==> config.mk <==
export PLATFORM = sky130hd
export DESIGN_NAME = ring_osc_bank_flat
export DESIGN_NICKNAME = d
export VERILOG_FILES = /design/src/rtl/ring_osc_bank_pkg.sv /design/src/rtl/ring_osc_bank_if.sv /design/src/rtl/ring_osc_bank_chan.sv /design/src/rtl/ring_osc_bank.sv /design/src/flat_wrapper.sv
export SDC_FILE = /design/constraint.sdc
export NUM_CORES = 1
export LEC_CHECK = 0
export ABC_CLOCK_PERIOD_IN_PS = 3100
export BUFFER_PORTS_ARGS = -buffer_cell sky130_fd_sc_hd__buf_2
export CAP_MARGIN = 0
export CORE_MARGIN = 2
export CORE_UTILIZATION = 53
export DETAILED_ROUTE_END_ITERATION = 8
export PLACE_DENSITY = 0.77
export SETUP_SLACK_MARGIN = 0.02
export SYNTH_ARGS = -nofsm -noshare
export SYNTH_HDL_FRONTEND = slang
export SYNTH_SLANG_ARGS = --single-unit
==> constraint.sdc <==
create_clock -name clk -period 3.1 [get_ports clk]
set_clock_uncertainty 0.15 [all_clocks]
set_input_delay 0.465 -clock clk [delete_from_list [all_inputs] [get_ports clk]]
set_output_delay 0.465 -clock clk [all_outputs]
set_load 0.02 [all_outputs]
==> src/rtl/ring_osc_bank_pkg.sv <==
// Shared types and default parameters for the ring oscillator bank.
package ring_osc_bank_pkg;

  typedef enum logic [1:0] {
    ST_IDLE  = 2'd0,
    ST_RUN   = 2'd1,
    ST_DRAIN = 2'd2
  } osc_state_t;

  localparam int CH_DEF         = 4;
  localparam int CNT_W_DEF      = 8;
  localparam int EC_W_DEF       = 16;
  localparam int RELOAD_RST_DEF = 1;

endpackage

==> src/rtl/ring_osc_bank_if.sv <==
// Control/status bundle for the oscillator bank: run requests, reload values,
// polarity in; oscillator outputs, busy flags and edge counters out.
interface ring_osc_bank_if
  import ring_osc_bank_pkg::*;
#(
  parameter int CH    = CH_DEF,
  parameter int CNT_W = CNT_W_DEF,
  parameter int EC_W  = EC_W_DEF
) ();

  logic [CH-1:0]       en;
  logic                load;
  logic [CH*CNT_W-1:0] half_period;
  logic [CH-1:0]       inv_pol;
  logic [CH-1:0]       osc_out;
  logic [CH-1:0]       busy;
  logic [CH*EC_W-1:0]  edge_cnt;

  modport master (
    output en, load, half_period, inv_pol,
    input  osc_out, busy, edge_cnt
  );

  modport slave (
    input  en, load, half_period, inv_pol,
    output osc_out, busy, edge_cnt
  );

endinterface

==> src/rtl/ring_osc_bank_chan.sv <==
// One oscillator channel: IDLE/RUN/DRAIN FSM, half-period counter, reload, edge counter.
// Latency: phase toggles exactly reload edges after the previous toggle or RUN entry.
// Backpressure: none; en is a level request, a running half-period always completes at rest.
module ring_osc_bank_chan
  import ring_osc_bank_pkg::*;
#(
  parameter int CNT_W      = CNT_W_DEF,
  parameter int EC_W       = EC_W_DEF,
  parameter int RELOAD_RST = RELOAD_RST_DEF
) (
  input  logic             clk,
  input  logic             rst_n,
  input  logic             en,
  input  logic             load,
  input  logic [CNT_W-1:0] half_period,
  output logic             phase,
  output logic             busy,
  output logic [EC_W-1:0]  edge_cnt
);

  osc_state_t       state;
  logic [CNT_W-1:0] cnt;
  logic [CNT_W-1:0] reload;
  logic             terminal;

  // reload is never 0, so reload-1 cannot wrap
  assign terminal = (cnt >= reload - CNT_W'(1));
  assign busy     = (state != ST_IDLE);

  always_ff @(posedge clk or negedge rst_n) begin
    if (!rst_n) begin
      state    <= ST_IDLE;
      phase    <= 1'b0;
      cnt      <= '0;
      reload   <= CNT_W'(RELOAD_RST);
      edge_cnt <= '0;
    end else begin
      if (load) begin
        reload <= (half_period == '0) ? CNT_W'(1) : half_period;
      end

      case (state)
        ST_IDLE: begin
          phase <= 1'b0;
          cnt   <= '0;
          if (en) begin
            state    <= ST_RUN;
            edge_cnt <= '0;
          end
        end

        ST_RUN, ST_DRAIN: begin
          if (state == ST_RUN && !en && !phase) begin
            state <= ST_IDLE;
            cnt   <= '0;
          end else if (terminal) begin
            // with en low the phase here is always 1, so this toggle lands at rest
            phase <= ~phase;
            cnt   <= '0;
            if (!(&edge_cnt)) begin
              edge_cnt <= edge_cnt + EC_W'(1);
            end
            state <= en ? ST_RUN : ST_IDLE;
          end else begin
            cnt   <= cnt + CNT_W'(1);
            state <= en ? ST_RUN : ST_DRAIN;
          end
        end

        default: begin
          state <= ST_IDLE;
        end
      endcase
    end
  end

endmodule

==> src/rtl/ring_osc_bank.sv <==
// Bank of CH independent programmable square-wave generators with polarity and edge counts.
// Latency: busy rises one edge after en; osc_out follows registered phase combinationally.
// Backpressure: none; load is a single-cycle strobe shared by all channels.
module ring_osc_bank
  import ring_osc_bank_pkg::*;
#(
  parameter int CH         = CH_DEF,
  parameter int CNT_W      = CNT_W_DEF,
  parameter int EC_W       = EC_W_DEF,
  parameter int RELOAD_RST = RELOAD_RST_DEF
) (
  input logic            clk,
  input logic            rst_n,
  ring_osc_bank_if.slave bus
);

  logic [CH-1:0]      phase_v;
  logic [CH-1:0]      busy_v;
  logic [CH*EC_W-1:0] ecnt_v;

  for (genvar i = 0; i < CH; i++) begin : g_chan
    ring_osc_bank_chan #(
      .CNT_W      (CNT_W),
      .EC_W       (EC_W),
      .RELOAD_RST (RELOAD_RST)
    ) u_chan (
      .clk         (clk),
      .rst_n       (rst_n),
      .en          (bus.en[i]),
      .load        (bus.load),
      .half_period (bus.half_period[i*CNT_W +: CNT_W]),
      .phase       (phase_v[i]),
      .busy        (busy_v[i]),
      .edge_cnt    (ecnt_v[i*EC_W +: EC_W])
    );
  end

  // polarity is applied after the register so it never counts as an edge
  assign bus.osc_out  = phase_v ^ bus.inv_pol;
  assign bus.busy     = busy_v;
  assign bus.edge_cnt = ecnt_v;

endmodule

==> src/flat_wrapper.sv <==
// flat-port wrapper written by rule: the top's interface ports become plain ports
module ring_osc_bank_flat import ring_osc_bank_pkg::*;
#(
  parameter int CH         = CH_DEF,
  parameter int CNT_W      = CNT_W_DEF,
  parameter int EC_W       = EC_W_DEF,
  parameter int RELOAD_RST = RELOAD_RST_DEF
)
  (clk, rst_n, bus_en, bus_load, bus_half_period, bus_inv_pol, bus_osc_out, bus_busy, bus_edge_cnt);
  ring_osc_bank_if #(.CH(CH), .CNT_W(CNT_W), .EC_W(EC_W)) bus_i ();
  input logic clk;
  input logic rst_n;
  input wire logic [$bits(bus_i.en)-1:0] bus_en;
  input wire logic [$bits(bus_i.load)-1:0] bus_load;
  input wire logic [$bits(bus_i.half_period)-1:0] bus_half_period;
  input wire logic [$bits(bus_i.inv_pol)-1:0] bus_inv_pol;
  output wire logic [$bits(bus_i.osc_out)-1:0] bus_osc_out;
  output wire logic [$bits(bus_i.busy)-1:0] bus_busy;
  output wire logic [$bits(bus_i.edge_cnt)-1:0] bus_edge_cnt;
  assign bus_i.en = bus_en;
  assign bus_i.load = bus_load;
  assign bus_i.half_period = bus_half_period;
  assign bus_i.inv_pol = bus_inv_pol;
  assign bus_osc_out = bus_i.osc_out;
  assign bus_busy = bus_i.busy;
  assign bus_edge_cnt = bus_i.edge_cnt;
  ring_osc_bank #(.CH(CH), .CNT_W(CNT_W), .EC_W(EC_W), .RELOAD_RST(RELOAD_RST)) u_core (.clk(clk), .rst_n(rst_n), .bus(bus_i));
endmodule
==> impl_metrics.py, run 1 <==
metrics = {
    "layout": {
        "final_area_um2": 10400,
        "fillers": 1311,
        "final_nets": 1152,
        "stdcell_count": 1282,
        "area.growth.synth_to_final_pct": 21.2,
        "proportion_of_layout_cells_with_a_drive_suffix_above_1": 0.232,
        "most-common-layout-cells": "sky130_fd_sc_hd__dfrtp_1, sky130_fd_sc_hd__buf_2, sky130_fd_sc_hd__nand2_1",
        "final_common_cell": "sky130_fd_sc_hd__dfrtp_1",
    },
    "yosys": {
        "postSynthNetCount": 1015,
        "mappedNetlistArea_um2": 8580,
        "synth_seq_cells": 140,
        "post_synth_edffs": 0,
        "yosys_most_used_dff": "sky130_fd_sc_hd__dfrtp_1",
        "post_synth.cell_area_avg_um2": 9.37,
        "synthesis.yosys.warnings": 0,
        "synth.yosys.seq_area_share": 0.409,
        "asyncSetResetFlopFracSynth": 1.00,
        "yosysUniqueCellTypes": 73,
        "syn-instance-count": 916,
    },
    "critical_path": {
        "criticalPathCategory": "flip-flop to flip-flop",
        "largest_delay_contributor_family_on_the_critical_path": "compound AO/OA/AOI/OAI gates",
        "worst_path_largest_cell_delay_ns": 0.56,
        "critPathSlowestCell": "sky130_fd_sc_hd__dfstp_2",
        "type_of_element_capturing_the_critical_path": "flip-flop",
        "crit_arrival_ns": 3.17,
        "startpoint_type": "flip-flop",
        "timing.critical_path.buf_inv": 2,
        "timing.reg2reg.setup_slack_ns": 0.11,
        "cp_data_required_time_ns": 3.27,
        "critical_path_peak_fanout": 6,
        "crit_path_cell_trace": "inv_4 -> ha_4 -> nand2_4 -> nor3_2 -> xnor2_1 -> ha_1 -> and3_4 -> a2111o_1 -> buf_4 -> nor2_4 -> o21ai_1 -> o41ai_2",
    },
    "clock_tree": {
        "cts_htree_levels": 4,
        "cts_root_buffer": "sky130_fd_sc_hd__clkbuf_16",
        "clk_pin_slew_worst_paths_ns": 0.06,
        "clock_sinks": 140,
        "cts-buffers-inserted": 17,
        "clock_insertion_delay_worst_skew_ns": 0.43,
        "max-clock-path-buffers": 2,
        "tritoncts": "built",
    },
    "power": {
        "clk_pwr_share": 0.265,
        "power_report.internal_total_mw": 5.39,
        "power.ir.vdd_worst_mv": 0.580,
        "static-leakage-power_nw": 4.77,
        "p_switching_mw": 3.65,
        "share_seq_of_total_power": 0.290,
        "powerDensity_nw_per_um2": 869,
        "comb_power_share": 0.446,
        "power.share.switching": 0.403,
    },
    "run": {
        "drv.max_cap_violation_count": 0,
    },
    "die": {
        "floorplan.initialDensity": 0.540,
        "core.rowCount": 46,
        "io_pins": 115,
        "core_region_um2": 15900,
        "die_footprint_um2": 17200,
        "die_height_um": 131,
        "die_x_um": 131,
    },
    "placed_design": {
        "dp.final_hpwl_um": 13800,
        "count_of_placed_standard_cells_including_taps": 1239,
        "port_buffers": 114,
        "placement.setup.worst_slack_ns": -0.0307,
        "gp_congestion": 0.847,
        "dpl-instance-area_um2": 9460,
    },
    "timing": {
        "period_needed_ns": 2.99,
        "rsz0062_at_grt": "true",
        "report.final.setup_viol": 0,
        "finalSetupTns_ns": 0,
        "slew_headroom": 0.483,
        "max_clock_freq_mhz": 334,
        "post-route-period-util": 0.966,
        "worst_pin_slew_ns": 0.775,
        "timing.final.ws_setup_ns": 0.106,
        "hold_viol": 0,
        "timing_max_transition_violations_final": 0,
    },
    "drt": {
        "drt-met1-wl_um": 9060,
        "route.detailed.drc": 0,
        "routed_wire_length_per_instance_um": 15.6,
        "drt_first_iter_violations": 392,
        "top_layer": "met4",
        "detail_route.wirelength_um": 19900,
        "detailroute.wirelength.met2_um": 9490,
        "detailroute.wirelength.met3_um": 1030,
        "first_pass_iters": 6,
        "routed_via_density": 5.80,
        "vias": 7431,
        "final_antenna_net_count": 0,
    },
    "grt": {
        "grt_remaining_overflow": 0,
        "antenna_found_initial": 1,
        "grt_usage": 0.230,
        "maximum_number_of_pins_on_one_net_before_global_route_repair": 69,
        "wire_length_of_the_first_global_routing_pass_um": 32900,
        "first_global_vias": 6814,
    },
    "min_path": {
        "min-delay-path-class": "input port to flip-flop",
    },
    "run_status": {
        "status": "completed",
    },
}
[layout make-up]
cell class                      instances  area (µm²)  share of cell area
Multi-Input combinational cell        708        4950               0.476
Sequential cell                       140        3510               0.337
Tap cell                              216         270              0.0260
Timing Repair Buffer                  147         831              0.0799
Inverter                               39         149              0.0143
Clock buffer                           20         447              0.0429
Antenna cell                            1        2.50            0.000241
Clock inverter                         11         240              0.0231
[repair_timing]
action,in CTS,in global routing
pin swaps,1,12
endpoints found under the setup margin,20,53
gates cloned,1,1
hold endpoints to repair,63,0
gates resized for setup,4,33
hold buffers,1,0
buffers inserted,0,8
[path summary, 6_finish.rpt]
kind | startpoint | depth (start not counted) | to
worst max-delay path | u_core.g_chan[0].u_chan.reload[0]$_DFFE_PN1P_ | 12 | u_core.g_chan[0].u_chan.cnt[3]$_DFFE_PN0P_
worst min-delay path | bus_en[3] | 2 | u_core.g_chan[3].u_chan.state[1]$_DFFE_PN0N_
worst max register to register | u_core.g_chan[0].u_chan.reload[0]$_DFFE_PN1P_ | 12 | u_core.g_chan[0].u_chan.cnt[3]$_DFFE_PN0P_
worst min register to register | u_core.g_chan[2].u_chan.edge_cnt[14]$_DFFE_PN0P_ | 1 | u_core.g_chan[2].u_chan.edge_cnt[14]$_DFFE_PN0P_
max in group asynchronous | rst_n | 3 | u_core.g_chan[1].u_chan.reload[0]$_DFFE_PN1P_
min in group asynchronous | rst_n | 2 | u_core.g_chan[1].u_chan.edge_cnt[5]$_DFFE_PN0P_
[kinds of logic after synthesis]
| family | Yosys count | synth area share |
|---|---|---|
| AO/OA/AOI/OAI | 192 | 0.161 |
| XOR/XNOR | 44 | 0.0449 |
| adder cells (fa/ha/maj) | 56 | 0.0816 |
| buffers and inverters | 69 | 0.0344 |
| flip-flops | 140 | 0.409 |
| multiplexers | 30 | 0.0389 |
| AND/OR/NAND/NOR | 385 | 0.230 |
[through the flow]
stage,utilization,total power [mW],hold WS (ns)
5_1_grt,0.655,9.65,0.102
4_1_cts,0.642,8.89,0.0954
3_3_place_gp,0.595,6.33,0.345
3_5_place_dp,0.595,6.40,0.351
2_1_floorplan,-,5.34,0.0194
6_report,0.655,9.04,0.111
[metal layers]
metal,global-route usage,up-vias
met3,0.0548,27
met1,0.312,3578
met4,0.0821,0
li1,-,3643
met2,0.363,183
met5,0,-
[flip-flops by register name, summed over array words and instances, names as in the netlist]
register and cells:
u_core.g_chan.u_chan.cnt 32, u_core.g_chan.u_chan.edge_cnt 64, u_core.g_chan.u_chan.phase 4, u_core.g_chan.u_chan.reload 32
u_core.g_chan.u_chan.state 8
[Yosys cell counts, types with 6 or more instances]
library cell               count  area (µm²)
sky130_fd_sc_hd__dfrtp_1     136        3400
sky130_fd_sc_hd__o31ai_1      21         158
sky130_fd_sc_hd__a211o_1      11        96.3
sky130_fd_sc_hd__and3_1       18         113
sky130_fd_sc_hd__or4_1         9        67.6
sky130_fd_sc_hd__nand4_1      21         131
sky130_fd_sc_hd__nor3_1       25         125
sky130_fd_sc_hd__ha_1         56         701
sky130_fd_sc_hd__o41ai_1       6        52.6
sky130_fd_sc_hd__mux2_2       26         293
sky130_fd_sc_hd__o21ai_1      36         180
sky130_fd_sc_hd__o21a_1        8        60.1
sky130_fd_sc_hd__xor2_1       22         193
sky130_fd_sc_hd__o211ai_1     10        75.1
sky130_fd_sc_hd__nor2b_1      12        75.1
sky130_fd_sc_hd__inv_1        38         143
sky130_fd_sc_hd__nand2_1      97         364
sky130_fd_sc_hd__a31oi_1       8        50.1
sky130_fd_sc_hd__or3_1        10        62.6
sky130_fd_sc_hd__a21oi_1      17        85.1
sky130_fd_sc_hd__xnor2_1      22         193
sky130_fd_sc_hd__clkbuf_1     17        63.8
sky130_fd_sc_hd__nor4_1       15        93.8
sky130_fd_sc_hd__and2_1       10        62.6
sky130_fd_sc_hd__a21o_1        6        45.0
sky130_fd_sc_hd__o22a_1        7        61.3
sky130_fd_sc_hd__nand3_1      60         300
sky130_fd_sc_hd__nand2b_1     11        68.8
sky130_fd_sc_hd__and4_1        9        78.8
sky130_fd_sc_hd__buf_4         6        45.0
sky130_fd_sc_hd__nor2_1       66         248
sky130_fd_sc_hd__o21ai_0      30         150
[power groups by stage]
stage,registers [mW],clock network [mW],logic [mW]
after floorplan,2.74,0,2.60
after global placement,2.62,0,3.71
after detailed placement,2.62,0,3.77
after CTS,2.60,2.43,3.86
after global routing,2.68,2.51,4.46
final,2.62,2.39,4.03
No activity file was read; power rests on OpenSTA's default activity.
==> run 2: changes to the inputs <==
- BUFFER_PORTS_ARGS: -buffer_cell sky130_fd_sc_hd__buf_2 -> unset
- CORE_UTILIZATION: 53 -> 58
- DONT_BUFFER_PORTS: unset -> 1
- PLACE_DENSITY: 0.77 -> 0.88
==> run 2 against run 1 <==
  * The flow now finishes with violations (negative hold slack)
  * Via count shrank 2.2%
  * Largest power group unchanged
  * Flip-flop and latch count is the same
  * Final area decreased by 5.6%
  * Non-clock buffer count decreased by 108
  * Sequential power grew 9.2%
  * Worst hold slack got worse by 0.52 ns
  * Die area fell by 8.4%
  * Worst setup slack got worse by 0.082 ns
  * Combinational power decreased by 9.2%
  * First-iteration DRC count grew 33%
==> impl_metrics.py, run 2 (synthesized netlist as in run 1, its figures left out) <==
metrics = {
    "layout": {
        "regMostFlops": "u_core.g_chan.u_chan.edge_cnt",
        "final_nets": 1045,
        "antenna_cells": 0,
        "final_core_utilization": 0.679,
        "most-common-layout-cells": "sky130_fd_sc_hd__dfrtp_1, sky130_fd_sc_hd__nand2_1, sky130_fd_sc_hd__nor2_1",
        "ff_latch_area_um2": 3510,
        "multiInputGateArea_um2": 5000,
        "stdcell_count": 1143,
        "area.growth.synth_to_final_pct": 14.4,
        "proportion_of_layout_cells_with_a_drive_suffix_above_1": 0.151,
        "top_regs": "u_core.g_chan.u_chan.edge_cnt: 64 flops, u_core.g_chan.u_chan.cnt: 32 flops, u_core.g_chan.u_chan.reload: 32 flops",
        "final_common_cell": "sky130_fd_sc_hd__dfrtp_1",
        "largest_register_ff_count": 64,
        "fillers": 1084,
    },
    "timing": {
        "rsz0062_at_grt": "true",
        "report.final.setup_viol": 0,
        "timing_max_transition_violations_final": 0,
        "post-route-period-util": 0.992,
        "max_clock_freq_mhz": 325,
        "slew_headroom": 0.639,
        "worst_pin_slew_ns": 0.542,
        "period_needed_ns": 3.08,
        "hold_viol": 140,
        "hold_slack_ns": -0.410,
        "finalSetupTns_ns": 0,
    },
    "placed_design": {
        "count_of_placed_standard_cells_including_taps": 1092,
        "gp_congestion": 0.871,
        "dp.final_hpwl_um": 13000,
        "port_buffers": 0,
    },
    "clock_tree": {
        "tritoncts": "built",
        "clk_pin_slew_worst_paths_ns": 0.06,
        "cts-buffers-inserted": 17,
        "clock_insertion_delay_worst_skew_ns": 0.42,
        "cts_htree_levels": 4,
        "cts_root_buffer": "sky130_fd_sc_hd__clkbuf_16",
        "clock_sinks": 140,
        "cts_hold_buf": 5,
        "max-clock-path-buffers": 2,
    },
    "min_path": {
        "min-delay-path-class": "input port to asynchronous set/reset pin",
    },
    "die": {
        "die_height_um": 126,
        "die_footprint_um2": 15800,
        "core.rowCount": 44,
        "floorplan.initialDensity": 0.593,
        "die_x_um": 126,
        "io_pins": 115,
        "core_region_um2": 14500,
    },
    "run": {
        "drv.max_cap_violation_count": 0,
    },
    "drt": {
        "final_antenna_net_count": 0,
        "drt_first_iter_violations": 523,
        "first_pass_iters": 6,
        "routed_wire_length_per_instance_um": 17.8,
        "vias": 7266,
        "routed_via_density": 6.36,
        "route.detailed.drc": 0,
        "detail_route.wirelength_um": 20300,
    },
    "grt": {
        "global_route.peak_usage_layer": "met2",
        "wire_length_of_the_first_global_routing_pass_um": 33100,
        "first_global_vias": 7042,
        "grt_remaining_overflow": 0,
        "met1_layer_usage_reported_by_global_route": 0.315,
        "antenna_found_initial": 0,
        "groute.layer.met2.usage": 0.423,
        "grtUsageMet3": 0.0722,
        "grt_usage": 0.252,
        "maximum_number_of_pins_on_one_net_before_global_route_repair": 141,
    },
    "power": {
        "powerDensity_nw_per_um2": 882,
        "total_power_mw": 8.66,
        "power.ir.vdd_worst_mv": 0.576,
        "static-leakage-power_nw": 4.26,
    },
    "critical_path": {
        "crit_arrival_ns": 3.22,
        "cp_data_required_time_ns": 3.24,
        "critical_path_peak_fanout": 6,
        "type_of_element_capturing_the_critical_path": "flip-flop",
        "criticalPathCategory": "flip-flop to flip-flop",
        "setup.worst_path.start": "u_core.g_chan[0].u_chan.reload[0]$_DFFE_PN1P_",
        "timing.rr.start": "u_core.g_chan[0].u_chan.reload[0]$_DFFE_PN1P_",
        "startpoint_type": "flip-flop",
    },
    "run_status": {
        "status": "finished, violations left",
        "failed_checks": "negative hold slack",
    },
}
==> run 2: cell count changes in the layout (fill, tap and decap cells not counted), sizes merged, moves of 2 or more <==
cell,change
buf,-112
clkbuf,+2
bufinv,-4
dlygate4sd3,+4
clkinv,+3
==> run 2: report_power, final <==
group / total, mW / switching (mW) / leakage [nW] / internal, mW
registers: 2.86 / 0.683 / 1.81 / 2.18
logic: 3.66 / 2.17 / 2.15 / 1.49
clock network: 2.14 / 0.790 / 0.299 / 1.35
total: 8.66 / 3.64 / 4.26 / 5.02
==> run 2: worst paths after layout <==
check	slack (ns)	depth (start not counted)	to
max in group asynchronous	2.92	0	u_core.g_chan[2].u_chan.reload[0]$_DFFE_PN1P_
hold / removal	-0.41	0	u_core.g_chan[1].u_chan.edge_cnt[7]$_DFFE_PN0P_
setup / recovery	0.02	12	u_core.g_chan[0].u_chan.edge_cnt[8]$_DFFE_PN0P_
setup reg to reg	0.02	12	u_core.g_chan[0].u_chan.edge_cnt[8]$_DFFE_PN0P_
min in group clk	0.02	2	u_core.g_chan[0].u_chan.state[0]$_DFFE_PN0N_
hold reg to reg	0.37	1	u_core.g_chan[1].u_chan.phase$_DFFE_PN0P_
==> run 2: layout make-up <==
cell class | instances | area share
Clock buffer | 22 | 0.0493
Clock inverter | 10 | 0.0139
Inverter | 39 | 0.0149
Multi-Input combinational cell | 709 | 0.509
Sequential cell | 140 | 0.357
Tap cell | 184 | 0.0234
Timing Repair Buffer | 39 | 0.0318
==> run 2: through the flow <==
step                setup WS, ns  cell area [µm²]
floorplan                  0.137             8580
global placement          0.0726             8830
detailed placement      -0.00576             8830
CTS                      0.00833             9520
global route              -0.120             9820
finish                    0.0240             9820
==> run 2: per-layer routing <==
metal,part of all wire,vias to the layer above
met3,0.059,34
met2,0.50,238
met5,0,-
li1,-,3425
met4,0.020,0
met1,0.42,3569
==> run 2: timing repair <==
| item | 4_1_cts | 5_1_grt |
|---|---|---|
| buffers inserted | 0 | 11 |
| gates resized for setup | 3 | 41 |
| endpoints found under the hold margin | 153 | 140 |
| pin swaps | 0 | 22 |
| endpoints found under the setup margin | 16 | 59 |
| cloned | 0 | 3 |
==> run 2: critical path, stage by stage, from the launching register on <==
cell and delay (ns):
sky130_fd_sc_hd__dfstp_2 0.55, sky130_fd_sc_hd__inv_2 0.06, sky130_fd_sc_hd__buf_6 0.12, sky130_fd_sc_hd__nand3_4 0.07, sky130_fd_sc_hd__nor2_1 0.05, sky130_fd_sc_hd__xnor2_1 0.24, sky130_fd_sc_hd__ha_1 0.28, sky130_fd_sc_hd__and3_4 0.19
sky130_fd_sc_hd__a2111o_1 0.47, sky130_fd_sc_hd__o211ai_1 0.26, sky130_fd_sc_hd__buf_4 0.22, sky130_fd_sc_hd__nor3_2 0.06, sky130_fd_sc_hd__o22a_1 0.23
==> run 3: changes to the inputs <==
--- a/config.mk
+++ b/config.mk
@@ -14,3 +14,3 @@
 export PLACE_DENSITY = 0.88
-export SETUP_SLACK_MARGIN = 0.02
+export SETUP_SLACK_MARGIN = 0.5
 export SYNTH_ARGS = -nofsm -noshare
--- a/constraint.sdc
+++ b/constraint.sdc
@@ -4,2 +4,2 @@
 set_output_delay 0.465 -clock clk [all_outputs]
-set_load 0.02 [all_outputs]
+set_load 0.005 [all_outputs]
==> run 3 against run 2 <==
  * The flow still finishes with violations (negative hold slack)
  * Worst setup slack better by 0.050 ns
  * Flip-flop and latch count stayed put
  * First-iteration DRC count is 65% higher
  * Wire length is 19% higher
  * Largest cell class unchanged
==> impl_metrics.py, run 3 (synthesized netlist as in run 1, its figures left out) <==
metrics = {
    "run_status": {
        "status": "finished, violations left",
        "failed_checks": "negative hold slack",
    },
    "layout": {
        "antenna_cells": 0,
        "final_common_cell": "sky130_fd_sc_hd__dfrtp_1",
        "area.growth.synth_to_final_pct": 27.2,
        "most-common-layout-cells": "sky130_fd_sc_hd__dfrtp_1, sky130_fd_sc_hd__nand2_1, sky130_fd_sc_hd__nor2_1",
        "final_nets": 1081,
        "top_regs": "u_core.g_chan.u_chan.edge_cnt: 64 flops, u_core.g_chan.u_chan.cnt: 32 flops, u_core.g_chan.u_chan.reload: 32 flops",
        "fillers": 875,
        "regMostFlops": "u_core.g_chan.u_chan.edge_cnt",
        "largest_register_ff_count": 64,
        "proportion_of_layout_cells_with_a_drive_suffix_above_1": 0.298,
    },
    "timing": {
        "timing.final.ws_setup_ns": 0.0736,
        "max_clock_freq_mhz": 330,
        "rsz0062_at_grt": "true",
        "worst_pin_slew_ns": 0.666,
        "post-route-period-util": 0.976,
        "report.final.setup_viol": 0,
        "period_needed_ns": 3.03,
        "slew_headroom": 0.553,
        "finalSetupTns_ns": 0,
        "hold_viol": 140,
        "hold_slack_ns": -0.420,
        "timing_max_transition_violations_final": 0,
    },
    "drt": {
        "final_antenna_net_count": 0,
        "route.detailed.drc": 0,
        "first_pass_iters": 5,
        "routed_wire_length_per_instance_um": 20.5,
        "vias": 7800,
        "drt_first_iter_violations": 863,
        "detail_route.wirelength_um": 24100,
        "routed_via_density": 6.62,
    },
    "clock_tree": {
        "clock_sinks": 140,
        "cts_root_buffer": "sky130_fd_sc_hd__clkbuf_16",
        "tritoncts": "built",
        "max-clock-path-buffers": 2,
        "clock_insertion_delay_worst_skew_ns": 0.42,
        "cts_hold_buf": 5,
        "clk_pin_slew_worst_paths_ns": 0.06,
        "cts-buffers-inserted": 17,
        "cts_htree_levels": 4,
    },
    "grt": {
        "grt_remaining_overflow": 0,
        "wire_length_of_the_first_global_routing_pass_um": 35800,
        "first_global_vias": 7247,
        "maximum_number_of_pins_on_one_net_before_global_route_repair": 141,
        "antenna_found_initial": 0,
        "grt_usage": 0.276,
    },
    "critical_path": {
        "timing.reg2reg.setup_slack_ns": 0.07,
        "crit_arrival_ns": 3.23,
        "critPathSlowestCell": "sky130_fd_sc_hd__or4_1",
        "cp_data_required_time_ns": 3.31,
        "reg2reg_to": "u_core.g_chan[2].u_chan.edge_cnt[11]$_DFFE_PN0P_",
        "type_of_element_capturing_the_critical_path": "flip-flop",
        "worst_r2r_path_depth": 10,
        "largest_delay_contributor_family_on_the_critical_path": "simple AND/OR/NAND/NOR gates",
        "critical_path_depth": 10,
        "criticalPathCategory": "flip-flop to flip-flop",
        "timing.critical_path.buf_inv": 1,
        "timing.rr.start": "u_core.g_chan[2].u_chan.reload[0]$_DFFE_PN1P_",
        "critical_path_peak_fanout": 5,
        "startpoint_type": "flip-flop",
        "crit_path_cell_trace": "buf_4 -> nor3_1 -> nand2_1 -> xor2_1 -> ha_1 -> nand4_1 -> o31ai_4 -> o2111ai_2 -> or4_1 -> nand3_1",
        "worst_path_largest_cell_delay_ns": 0.46,
    },
    "die": {
        "core.rowCount": 44,
        "die_height_um": 126,
        "die_footprint_um2": 15800,
        "floorplan.initialDensity": 0.593,
        "die_x_um": 126,
        "core_region_um2": 14500,
        "io_pins": 115,
    },
    "placed_design": {
        "dp.final_hpwl_um": 13300,
        "gp_congestion": 0.928,
        "placement.setup.worst_slack_ns": 0.0363,
        "port_buffers": 0,
    },
    "power": {
        "powerDensity_nw_per_um2": 907,
        "power.ir.vdd_worst_mv": 0.997,
        "static-leakage-power_nw": 4.64,
        "total_power_mw": 9.90,
    },
    "min_path": {
        "min-delay-path-class": "input port to asynchronous set/reset pin",
    },
    "run": {
        "drv.max_cap_violation_count": 0,
    },
}
run 3: power breakdown:
group	leakage (nW)	internal, mW	total (mW)	switching [mW]
Combinational	2.52	2.16	4.96	2.79
Sequential	1.81	2.18	2.72	0.535
Clock	0.311	1.43	2.23	0.799
Total	4.64	5.77	9.90	4.13
run 3: layout make-up:
cell class / count / area (µm²) / share of cell area
inverter: 39 / 151 / 0.0139
multi-input combinational: 713 / 5730 / 0.525
sequential: 140 / 3510 / 0.322
timing repair buffer: 71 / 651 / 0.0596
tap: 184 / 230 / 0.0211
clock buffer: 21 / 480 / 0.0440
clock inverter: 10 / 163 / 0.0149
run 3: worst max path at each step:
stage	startpoint	to	slack (ns)
after floorplan	u_core.g_chan[0].u_chan.reload[0]$_DFFE_PN1P_	u_core.g_chan[0].u_chan.edge_cnt[6]$_DFFE_PN0P_	0.30
after global placement	u_core.g_chan[0].u_chan.reload[0]$_DFFE_PN1P_	u_core.g_chan[0].u_chan.edge_cnt[5]$_DFFE_PN0P_	0.16
after detailed placement	u_core.g_chan[0].u_chan.reload[2]$_DFFE_PN0P_	u_core.g_chan[0].u_chan.edge_cnt[5]$_DFFE_PN0P_	0.04
after CTS	u_core.g_chan[0].u_chan.reload[0]$_DFFE_PN1P_	u_core.g_chan[0].u_chan.edge_cnt[7]$_DFFE_PN0P_	0.20
after global routing	u_core.g_chan[0].u_chan.reload[0]$_DFFE_PN1P_	u_core.g_chan[0].u_chan.edge_cnt[3]$_DFFE_PN0P_	-0.02
final	u_core.g_chan[2].u_chan.reload[0]$_DFFE_PN1P_	u_core.g_chan[2].u_chan.edge_cnt[11]$_DFFE_PN0P_	0.07
run 3: worst register-to-register path: stages, from the launching register on:
cell	delay, ns
sky130_fd_sc_hd__dfstp_2	0.38
sky130_fd_sc_hd__buf_4	0.15
sky130_fd_sc_hd__nor3_1	0.25
sky130_fd_sc_hd__nand2_1	0.12
sky130_fd_sc_hd__xor2_1	0.17
sky130_fd_sc_hd__ha_1	0.33
sky130_fd_sc_hd__nand4_1	0.15
sky130_fd_sc_hd__o31ai_4	0.45
sky130_fd_sc_hd__o2111ai_2	0.26
sky130_fd_sc_hd__or4_1	0.46
sky130_fd_sc_hd__nand3_1	0.08
run 3: per-stage QoR:
step / instance area (µm²) / hold WS, ns / util / cells
2_1_floorplan: 8720 / 0.0194 / - / 916
3_3_place_gp: 8870 / 0.0217 / 0.613 / 1081
3_5_place_dp: 8870 / 0.0217 / 0.613 / 1081
4_1_cts: 10200 / -0.431 / 0.707 / 1157
5_1_grt: 10900 / -0.438 / 0.754 / 1178
6_report: 10900 / -0.420 / 0.754 / 1178
run 3: per-layer routing:
metal / track usage / share of wire
met5: 0 / 0
met2: 0.450 / 0.51
met4: 0.0980 / 0.029
met3: 0.0663 / 0.069
met1: 0.362 / 0.40
run 3: repair_timing:
item | in CTS | in global routing
buffers inserted | 34 | 20
resized for setup | 78 | 108
hold endpoints to repair | 153 | 140
cloned | 6 | 1
pin swaps | 63 | 62
endpoints found under the setup margin | 100 | 103
